**config.mk**
```make
export PLATFORM = sky130hd
export DESIGN_NAME = tx_channel_scheduler_flat
export DESIGN_NICKNAME = d
export VERILOG_FILES = /design/src/rtl/tx_sched_if.sv /design/src/rtl/tx_channel_scheduler.sv /design/src/flat_wrapper.sv
export SDC_FILE = /design/constraint.sdc
export NUM_CORES = 1
export LEC_CHECK = 0
export CAP_MARGIN = 30
export CORE_ASPECT_RATIO = 1.2
export CORE_UTILIZATION = 54
export CTS_CLUSTER_SIZE = 40
export DETAILED_ROUTE_END_ITERATION = 8
export PLACE_DENSITY = 0.78
export SYNTH_ARGS = -nofsm -noshare
export SYNTH_HDL_FRONTEND = slang
export SYNTH_SLANG_ARGS = --single-unit
```
**constraint.sdc**
```tcl
create_clock -name CLK -period 4.42 [get_ports CLK]
set_clock_uncertainty 0.05 [all_clocks]
set_input_delay 0.442 -clock CLK [delete_from_list [all_inputs] [get_ports CLK]]
set_output_delay 0.442 -clock CLK [all_outputs]
set_load 0.02 [all_outputs]
```
**src/rtl/tx_sched_if.sv**
```systemverilog
// tx_sched_if: request/grant bundle between the channel requesters, the TX engine and the scheduler.
interface tx_sched_if #(
  parameter int C_NUM_CHNL = 12
) ();
  logic [C_NUM_CHNL-1:0] REQ_ALL;
  logic                  TLP_DONE;
  logic                  GNT_VALID;
  logic [3:0]            GNT_CHNL;
  logic [C_NUM_CHNL-1:0] GNT_ALL;
  modport master (
    output REQ_ALL, TLP_DONE,
    input  GNT_VALID, GNT_CHNL, GNT_ALL
  );
  modport slave (
    input  REQ_ALL, TLP_DONE,
    output GNT_VALID, GNT_CHNL, GNT_ALL
  );
endinterface

```
**src/rtl/tx_channel_scheduler.sv**
```systemverilog
// tx_channel_scheduler: round-robin owner of the shared TX engine across C_NUM_CHNL channels.
// Define TX_SCHED_QUANTUM_EN to cap each grant at C_QUANTUM TLPs.
module tx_channel_scheduler #(
  parameter int C_NUM_CHNL = 12,
  parameter int C_QUANTUM  = 8
) (
  input logic       CLK,
  input logic       RST,
  tx_sched_if.slave bus
);
  localparam logic [1:0] IDLE    = 2'd0;
  localparam logic [1:0] GRANT   = 2'd1;
  localparam logic [1:0] RELEASE = 2'd2;
  logic [1:0]            state;
  logic [3:0]            count;
  logic [3:0]            last;
  logic [3:0]            pick;
  logic [3:0]            idx;
  logic [4:0]            sum;
  logic [15:0]           reqExt;
  logic                  gntValid;
  logic [3:0]            gntChnl;
  logic [C_NUM_CHNL-1:0] gntAll;
  logic                  quantumHit;
  logic                  relGrant;
  if (C_NUM_CHNL < 1 || C_NUM_CHNL > 12 || C_QUANTUM < 1 || C_QUANTUM > 15) begin : gBadParam
    $error("tx_channel_scheduler: C_NUM_CHNL must be 1..12 and C_QUANTUM 1..15");
  end
  assign reqExt = 16'(bus.REQ_ALL);
  // Walk offsets from farthest to nearest so the channel just after last wins.
  always_comb begin
    pick = '0;
    sum  = '0;
    idx  = '0;
    for (int k = C_NUM_CHNL; k >= 1; k--) begin
      sum = {1'b0, last} + 5'(k);
      idx = sum >= 5'(C_NUM_CHNL) ? 4'(sum - 5'(C_NUM_CHNL)) : sum[3:0];
      if (reqExt[idx]) pick = idx;
    end
  end
`ifdef TX_SCHED_QUANTUM_EN
  assign quantumHit = bus.TLP_DONE && count == 4'(C_QUANTUM - 1);
`else
  assign quantumHit = 1'b0;
`endif
  assign relGrant = !reqExt[gntChnl] || quantumHit;
  always_ff @(posedge CLK) begin
    if (RST) begin
      state    <= IDLE;
      count    <= '0;
      last     <= 4'(C_NUM_CHNL - 1);
      gntValid <= 1'b0;
      gntChnl  <= '0;
      gntAll   <= '0;
    end else begin
      case (state)
        IDLE: if (|bus.REQ_ALL) begin
          gntValid <= 1'b1;
          gntChnl  <= pick;
          gntAll   <= C_NUM_CHNL'(1) << pick;
          state    <= GRANT;
        end
        GRANT: begin
          if (bus.TLP_DONE && count != 4'hF) count <= count + 4'd1;
          if (relGrant) begin
            gntValid <= 1'b0;
            gntAll   <= '0;
            last     <= gntChnl;
            state    <= RELEASE;
          end
        end
        RELEASE: begin
          count <= '0;
          state <= IDLE;
        end
        default: state <= IDLE;
      endcase
    end
  end
  assign bus.GNT_VALID = gntValid;
  assign bus.GNT_CHNL  = gntChnl;
  assign bus.GNT_ALL   = gntAll;
endmodule

```
**src/flat_wrapper.sv**
```systemverilog
// flat-port wrapper written by rule: the top's interface ports become plain ports
module tx_channel_scheduler_flat 
#(
  parameter int C_NUM_CHNL = 12,
  parameter int C_QUANTUM  = 8
)
  (CLK, RST, bus_REQ_ALL, bus_TLP_DONE, bus_GNT_VALID, bus_GNT_CHNL, bus_GNT_ALL);
  tx_sched_if #(.C_NUM_CHNL(C_NUM_CHNL)) bus_i ();
  input logic CLK;
  input logic RST;
  input wire logic [$bits(bus_i.REQ_ALL)-1:0] bus_REQ_ALL;
  input wire logic [$bits(bus_i.TLP_DONE)-1:0] bus_TLP_DONE;
  output wire logic [$bits(bus_i.GNT_VALID)-1:0] bus_GNT_VALID;
  output wire logic [$bits(bus_i.GNT_CHNL)-1:0] bus_GNT_CHNL;
  output wire logic [$bits(bus_i.GNT_ALL)-1:0] bus_GNT_ALL;
  assign bus_i.REQ_ALL = bus_REQ_ALL;
  assign bus_i.TLP_DONE = bus_TLP_DONE;
  assign bus_GNT_VALID = bus_i.GNT_VALID;
  assign bus_GNT_CHNL = bus_i.GNT_CHNL;
  assign bus_GNT_ALL = bus_i.GNT_ALL;
  tx_channel_scheduler #(.C_NUM_CHNL(C_NUM_CHNL), .C_QUANTUM(C_QUANTUM)) u_core (.CLK(CLK), .RST(RST), .bus(bus_i));
endmodule
```
==> impl_metrics.toml, run 1 <==
[power_and_ir_drop]
vdd_drop_max_mv = 0.505
powerDensity_nw_per_um2 = 813
cellLeakagePower_nw = 1.55

[timing]
setup_viol = 0
period_needed_ps = 4220
timing.final.crit_share_pct = 95.5
worst_pin_slew_ps = 668
hold_viol = 0
fmax_ghz = 0.237
worst_slew_margin_rel_pct = 55.5
slew_viol_final = 0
layout_setup_ws_ps = 198

[global_route]
track_usage_pct = 31.8
grt_pass1_vias = 3301
grt_pass1_wl_microns = 16000
grt_max_degree = 17
antenna_found_initial = 0
grt_remaining_overflow = 0

[routing]
dr.pass1.iters = 5
wl_per_cell_microns = 19.0
ant_nets = 0
drt_iter0_drc = 317
via_per_inst = 6.74
drc_errors = 0
route.vias.total = 3682
wirelength_microns = 10400

[setup_path]
r2r_cells = 16
r2r-start = "u_core.last[1]"
startpoint = "u_core.last[1]"
cp_max_fo = 15
ff2ff_setup_slack_ps = 200
cp.arrival_ps = 4340
crit_path_end = "u_core.bus.GNT_ALL[1]"
cp-start-kind = "flip-flop"
r2r-end = "u_core.bus.GNT_ALL[1]"
critPathCaptureType = "flip-flop"
crit_required_ps = 4540
crit_type = "reg2reg"

[flow_run]
cap_violations = 0

[place]
dp_slack_ps = -9.69
place_congestion = 1.05
portBuffers = 30
dp_cells = 540
dpl.hpwl_microns = 8010

[logic_synthesis]
syn-num-nets = 471
synth_most_common_cell = "nand2_1"
netlist_area_sq_um = 3410
synth_seq_cells = 23
yosys_warnings = 0
async_reset_ff_share_pct = 0
yosys-top-cells-area = "dfxtp_1 (14%), ha_1 (8.1%), mux4_2 (7.3%)"
ys_seq_area_share_pct = 13.5
avgSynthCellArea_sq_um = 7.85
synth.top_cell.area_share_pct = 13.5
ys.flop_type = "dfxtp_1"
synth_cells = 434
yosys-top-cells-count = "nand2_1 (54), nor2_1 (30), dfxtp_1 (23)"
synth_edf_count = 0
synth.distinct_cells = 76
yosys.area.top_type = "dfxtp_1"

[cells_and_area]
areaGrowthSynthToFinish_pct = 15.5
drive_gt1_share_pct = 13.8
fillerInstances = 559
antenna_cells = 0
layout.cells.non_filler = 546
finalNetCount = 502

[floorplan]
die_width_microns = 74.5
start_util_pct = 56.3
die_area_sq_um = 6630
die_h_microns = 89.0
fp.coreArea_sq_um = 6050
row_count = 31
io_pins = 32

[clock_tree]
cts_tree = "yes"
htree_levels = 1
clkLatencyLatePin_ps = 270
cts.path.max_buffers = 2
hold_buffers = 0
clock_sinks = 23
path_clk_slew_ps = 80
root_buffer = "clkbuf_8"
cts_buffers = 3

[status]
status = "finished, final reports clean"

[min_path]
hp-class = "reg2reg"
hold_path_startpoint = "u_core.bus.GNT_ALL[1]"
[logic make-up (layout without fill, tap and decap cells)]
group,after synthesis,count (layout),share of synthesized area [%]
simple gates,177,177,27.1
xor+xnor,12,12,3.86
fa+ha+maj,22,22,8.08
flops,23,23,13.5
mux,22,22,12.6
compound gates,138,138,29.5
buf+inv,40,70,5.29
[sequential cells by signal (all words and copies together) (netlist names)]
register,count
u_core.bus.GNT_ALL,12
u_core.bus.GNT_CHNL,4
u_core.last,4
u_core.state,2
u_core.bus.GNT_VALID,1
[cells in the final DEF (no fill, tap or decap), types with 13 or more instances in the layout]
| cell type | count |
|---|---|
| buf_4 | 17 |
| inv_1 | 16 |
| nand4_1 | 13 |
| dfxtp_1 | 23 |
| nand2_1 | 54 |
| o21ai_0 | 21 |
| nor2_1 | 29 |
| a31oi_1 | 13 |
| a21oi_1 | 19 |
| ha_1 | 18 |
| clkdlybuf4s50_1 | 30 |
[how the worst min path moves through the flow]
stage	endpoint	slack (ps)	cells after the start
floorplan	u_core.bus.GNT_CHNL[2]	460	1
global placement	u_core.bus.GNT_ALL[2]	380	2
detailed placement	u_core.bus.GNT_ALL[1]	380	2
CTS	u_core.bus.GNT_ALL[1]	410	2
global route	u_core.bus.GNT_ALL[3]	440	2
finish	u_core.bus.GNT_ALL[1]	410	2
[routing by layer]
layer	track usage (%)	share of wire, %	up-vias
li1	-	-	1751
met1	37.6	40	1724
met2	56.5	49	169
met3	2.25	5.5	38
met4	17.8	4.8	0
met5	0	0	-
[where the power goes]
| group | switching [mW] | leakage (nW) | total (mW) | internal [mW] |
|---|---|---|---|---|
| combinational | 1.66 | 1.33 | 2.74 | 1.08 |
| clock | 0.0685 | 0.0255 | 0.132 | 0.0630 |
| sequential | 0.0648 | 0.188 | 0.329 | 0.264 |
| total | 1.79 | 1.55 | 3.20 | 1.40 |
[per-stage QoR]
stage	hold slack (ps)	total power, mW	setup TNS [ps]	cell area, sq um	utilization [%]
final	410	3.20	0	3940	65.1
after global routing	438	3.43	-33.0	3940	65.1
after CTS	414	3.08	0	3860	63.9
after detailed placement	383	2.92	-9.69	3810	63.0
after global placement	385	2.89	0	3810	63.0
after floorplan	464	2.31	0	3410	-
[critical path, cell delays in order, from the launching register on]
cell,delay (ps)
dfxtp_1,430
buf_4,260
ha_2,320
xor2_4,220
buf_4,190
inv_2,90
ha_1,180
a221oi_1,280
buf_4,200
nor2_1,50
a32oi_1,230
a22o_2,270
a21oi_1,100
or4_1,440
o31ai_2,260
nor2_1,180
o41ai_1,360
[final cells by class]
cell class                 instances  area, sq um  area share (%)
sequential                        23          460            11.7
tap                               82          103            2.61
multi-input combinational        371         2820            71.7
inverter                          19         75.1            1.91
timing repair buffer              47          428            10.9
clock inverter                     1         5.00           0.127
clock buffer                       3         41.3            1.05
[repair_timing]
action / 4_1_cts / 5_1_grt
gates resized for setup: 2 / 14
buffers inserted: 0 / 2
setup endpoints to repair: 2 / 13
cloned: 0 / 0
Power figures use the tool's default switching activity.
==> inputs of run 2 (changes only) <==
--- a/config.mk
+++ b/config.mk
@@ -5,7 +5,7 @@
 export SDC_FILE = /design/constraint.sdc
 export NUM_CORES = 1
 export LEC_CHECK = 0
-export CAP_MARGIN = 30
+export CAP_MARGIN = 10
 export CORE_ASPECT_RATIO = 1.2
 export CORE_UTILIZATION = 54
 export CTS_CLUSTER_SIZE = 40
==> results of run 2 <==
Same layout as run 1: the final DEF is identical, and so are final timing and power.
